## src/rtl/mpadder_seq.sv

```systemverilog
// mpadder_seq: steps mpadder through accumulate, resolve and subtract rounds of one Montgomery product.
// Define MPADDER_SEQ_SUBLIMIT_EN to bound subtract rounds to MAX_SUB and expose sub_err.
module mpadder_seq #(
  parameter int ITERS   = 172,
  parameter int MAX_SUB = 3
) (
  input  logic       clk,
  input  logic       resetn,
  input  logic       start,
  input  logic [2:0] m_prime,
  input  logic [7:0] cPrediction,
  input  logic       subtract_finished,
  output logic       c_doubleshift,
  output logic       subtract,
  output logic [3:0] showFluffyPonies,
  output logic [2:0] q_digit,
  output logic       busy,
  output logic       done
`ifdef MPADDER_SEQ_SUBLIMIT_EN
  ,
  output logic       sub_err
`endif
);
  localparam logic [2:0] IDLE  = 3'd0;
  localparam logic [2:0] ACCUM = 3'd1;
  localparam logic [2:0] RES   = 3'd2;
  localparam logic [2:0] SUB   = 3'd3;
  localparam logic [2:0] DONE  = 3'd4;
  logic [2:0] state;
  logic [9:0] iter;
  logic [2:0] step;
  logic       last_round;
  logic       step_end;
  logic       iter_end;
  assign step_end = step == 3'd5;
  assign iter_end = iter == 10'(ITERS - 1);
  always_ff @(posedge clk or negedge resetn)
    if (!resetn) begin
      state <= IDLE;
      iter  <= '0;
      step  <= '0;
    end else begin
      case (state)
        IDLE: begin
          state <= start ? ACCUM : IDLE;
          iter  <= '0;
          step  <= '0;
        end
        ACCUM: begin
          iter  <= iter_end ? '0 : iter + 10'd1;
          state <= iter_end ? RES : ACCUM;
        end
        RES: begin
          step  <= step_end ? '0 : step + 3'd1;
          state <= step_end ? SUB : RES;
        end
        SUB: begin
          step  <= step_end ? '0 : step + 3'd1;
          state <= step_end && (subtract_finished || last_round) ? DONE : SUB;
        end
        DONE:    state <= IDLE;
        default: state <= IDLE;
      endcase
    end
`ifdef MPADDER_SEQ_SUBLIMIT_EN
  logic [7:0] rnd;
  assign last_round = rnd == 8'(MAX_SUB - 1);
  always_ff @(posedge clk or negedge resetn)
    if (!resetn) begin
      rnd     <= '0;
      sub_err <= 1'b0;
    end else if (state == IDLE && start) begin
      rnd     <= '0;
      sub_err <= 1'b0;
    end else if (state == SUB && step_end) begin
      rnd     <= rnd + 8'd1;
      sub_err <= sub_err | (last_round & ~subtract_finished);
    end
`else
  assign last_round = 1'b0;
`endif
  assign c_doubleshift    = state == ACCUM;
  assign subtract         = state == SUB;
  assign showFluffyPonies = (state == RES || state == SUB) ? {1'b0, step} : 4'b1000;
  assign busy             = state != IDLE;
  assign done             = state == DONE;
  // product taken at operand width then truncated: equals (cPrediction[2:0]*m_prime) mod 8
  assign q_digit          = state == ACCUM ? 3'(cPrediction * m_prime) : 3'd0;
endmodule

```

## config.mk

```make
export PLATFORM = sky130hd
export DESIGN_NAME = mpadder_seq
export DESIGN_NICKNAME = d
export VERILOG_FILES = /design/src/rtl/mpadder_seq.sv
export SDC_FILE = /design/constraint.sdc
export NUM_CORES = 1
export LEC_CHECK = 0
export CORE_ASPECT_RATIO = 2
export CORE_MARGIN = 2
export CORE_UTILIZATION = 35
export DETAILED_ROUTE_END_ITERATION = 7
export PLACE_DENSITY_LB_ADDON = 0.1
export SYNTH_ARGS = -nofsm -noshare
export SYNTH_HDL_FRONTEND = slang
export SYNTH_SLANG_ARGS = --single-unit
```

## constraint.sdc

```tcl
create_clock -name clk -period 2.4 [get_ports clk]
set_clock_uncertainty 0.15 [all_clocks]
set_input_delay 0.48 -clock clk [delete_from_list [all_inputs] [get_ports clk]]
set_output_delay 0.48 -clock clk [all_outputs]
set_load 0.05 [all_outputs]
```

==> impl_metrics.tcl <==
set metrics [dict create \
    status "finished, final reports clean" \
    detail-route-antenna-nets 0 \
    design_area_um2 1360 \
    drt-pass1-iter-count 4 \
    internal_power_mw 0.6293 \
    synth_flop_cell "dfrtp_1" \
    drv_slew 0 \
    chipHeight_um 78.68 \
    async_flop_share_pct 100.0 \
    power.density_cell_area_nw_per_um2 728.0 \
    crit_end_category "output pin" \
    critPathKind "in -> out" \
    sequential_cell_area_fraction_in_the_yosys_report_pct 41.03 \
    min_from "state[2]" \
    cts_post_setup_buffers_inserted 0 \
    cts_tree "done" \
    antenna_found_initial 0 \
    overflow 0 \
    post_synth_main_area_contributors "dfrtp_1 41%, nand2_1 6.9%, o21ai_0 4.6%" \
    most-common-layout-cells "18 x nand2_1, 16 x dfrtp_1, 9 x o21ai_0, 9 x nor2_1, 8 x buf_12" \
    maximum_number_of_pins_on_one_net_before_global_route_repair 17 \
    final-hold-violation-count 0 \
    num-fill-cells 274 \
    crit_start "m_prime[0]" \
    placement_rows 27 \
    avgSynthCellArea_um2 8.792 \
    tns_ns 0 \
    grt_first_pass_wirelength_um 3988 \
    initial_utilization_pct 36.11 \
    cts_max_path_buffers 2 \
    rsz_0062_raised_after_global_routing "no" \
    worstHoldPathType "reg -> reg" \
    critPathArrivalTime_ns 1.70 \
    register_bit_total_from_synthesis 16 \
    synth_enable_flop_cells 0 \
    syn_inst 111 \
    area_delta_synth_final_pct 39.36 \
    period_minus_slack_ns 2.327 \
    number_of_violations_of_the_max_capacitance_limit 0 \
    gp_routability_congestion 0.6783 \
    drt_first_iter_violations 15 \
    vias_per_cell 5.325 \
    combPwrFrac_pct 37.8 \
    critical_path.cell_chain "dlygate4sd2_1, and2_1, ha_2, xor2_2, xnor2_1, nor2_1, buf_12" \
    first_global_vias 926 \
    htree_num_levels 1 \
    floorplan.die_area_um2 3252 \
    dp.final_hpwl_um 1848 \
    crit_path_max_delay_cell_type "dlygate4sd2_1" \
    netlist_area_um2 975.9 \
    netSwitchingFraction_pct 36.44 \
    antennaDiodeCount 0 \
    clock_insertion_delay_worst_skew_ns 0.24 \
    fraction_of_layout_cells_with_a_size_suffix_above_1_pct 18.98 \
    synth_area_leader_cell "dfrtp_1" \
    cts_inserted_buffers 3 \
    drt_drc_violations_left 0 \
    ys_warn_count 0 \
    power.clock.fraction_pct 23.8 \
    vdd_ir_drop_max_mv 0.5770 \
    core_region_area_um2 2703 \
    worst_path_dominant_cell_family "buffers and inverters" \
    die_wd_um 41.34 \
    placed_area_um2 1300 \
    worstPathBufferInverterCount 2 \
    io-pin-count 26 \
    routed_wire_length_um 2239 \
    synth_top_cell_area_share_pct 41.03 \
    worst_setup_path_start_kind "input pin" \
    setup_violations 0 \
    cts_root_buffer "clkbuf_8" \
    cellLeakagePower_nw 0.6074 \
    seq_power_share_pct 38.3 \
    netSwitchingPower_mw 0.3608 \
    total_nets_after_synthesis 128 \
    clock_sink_count 16 \
    detailroute.via_count 884 \
    fin_crit_sh_pct 96.96 \
    regToRegStartpoint "iter[2]" \
    cts.reportedPaths.clkPinSlew_ns 0.06 \
    slew-limit-headroom_pct 69.82 \
    finalCoreUtilization_pct 50.32 \
    cp.required_ns 1.77 \
    worst_hold_slack_ns 0.3514 \
    timing_worst_slew_pin_value_ns 0.4518 \
    route.detailed.wl_per_inst_um 13.49 \
    yosys.cell_types.count 34 \
    slowest_delay_ns 0.24 \
    mostFrequentLayoutCell "nand2_1" \
    port_buffers 20 \
    fmax_mhz 429.7 \
    finish.net_count 155 \
    gr-usage-all-layers_pct 17.34 \
    critical_path_peak_fanout 2 \
]
==> cell usage after synthesis, drive strengths merged, types with 2 or more instances <==
master	n
nand2	18
dfrtp	16
nor2	9
o21ai	9
and2	6
nand3	6
inv	5
and3	4
mux2i	4
xnor2	3
a21oi	2
ha	2
nand4	2
nor3	2
o211ai	2
o31ai	2
or2	2
or3	2
xor2	2
==> cell type report <==
cell class | instances | area, um^2 | area share [%]
multi-input cells | 87 | 543.0 | 39.93
flip-flops and latches | 16 | 400.4 | 29.44
repair buffers | 24 | 297.8 | 21.90
clock buffers | 4 | 55.05 | 4.048
well taps | 29 | 36.28 | 2.668
inverters | 6 | 27.53 | 2.024
==> power by group through the flow <==
| stage | Sequential (mW) | Combinational, mW | Clock, mW |
|---|---|---|---|
| final | 0.380 | 0.375 | 0.236 |
| after global routing | 0.391 | 0.413 | 0.260 |
| after CTS | 0.379 | 0.382 | 0.241 |
| after detailed placement | 0.384 | 0.381 | 0 |
| after global placement | 0.382 | 0.374 | 0 |
| after floorplan | 0.366 | 0.234 | 0 |
==> flip-flops by register name, summed over array words and instances (netlist names) <==
register and cells:
iter 10, step 3, state 3
==> layer usage <==
metal	routed length (um)	up-vias	share of wire, %	GRT usage, %
met4	34	0	1.5	5.806
li1	-	435	-	-
met2	1307	25	58	33.28
met5	0	-	0	0
met3	108	4	4.8	2.260
met1	789	420	35	16.39
==> cells by family after synthesis <==
| kind of cell | synth area share, % |
|---|---|
| mux | 5.256 |
| xor+xnor | 4.488 |
| buf+inv | 4.359 |
| fa+ha+maj | 2.564 |
| flops | 41.03 |
| simple gates | 29.49 |
| compound gates | 12.82 |
==> repair_timing <==
item | in CTS | in global routing
hold buffers | 0 | 0
resized for setup | 6 | 0
endpoints found under the setup margin | 1 | 0
==> path summary, 6_finish.rpt <==
kind,to,cells after the start,slack (ns)
max in group asynchronous,iter[4],2,1.51
worst max-delay path,q_digit[2],7,0.07
min in group asynchronous,iter[3],2,0.41
worst min register to register,state[1],1,0.35
worst max register to register,iter[5],4,0.43
worst min-delay path,state[1],1,0.35
==> per-stage QoR <==
step / setup WS [ns] / std cells / power [mW]
finish: 0.07292 / 166 / 0.9902
global route: 0.02005 / 166 / 1.065
CTS: 0.06027 / 166 / 1.002
detailed placement: -0.1242 / 162 / 0.7653
global placement: -0.1218 / 162 / 0.7558
floorplan: 0.02472 / 111 / 0.6000
(Power assumes the default switching activity.)
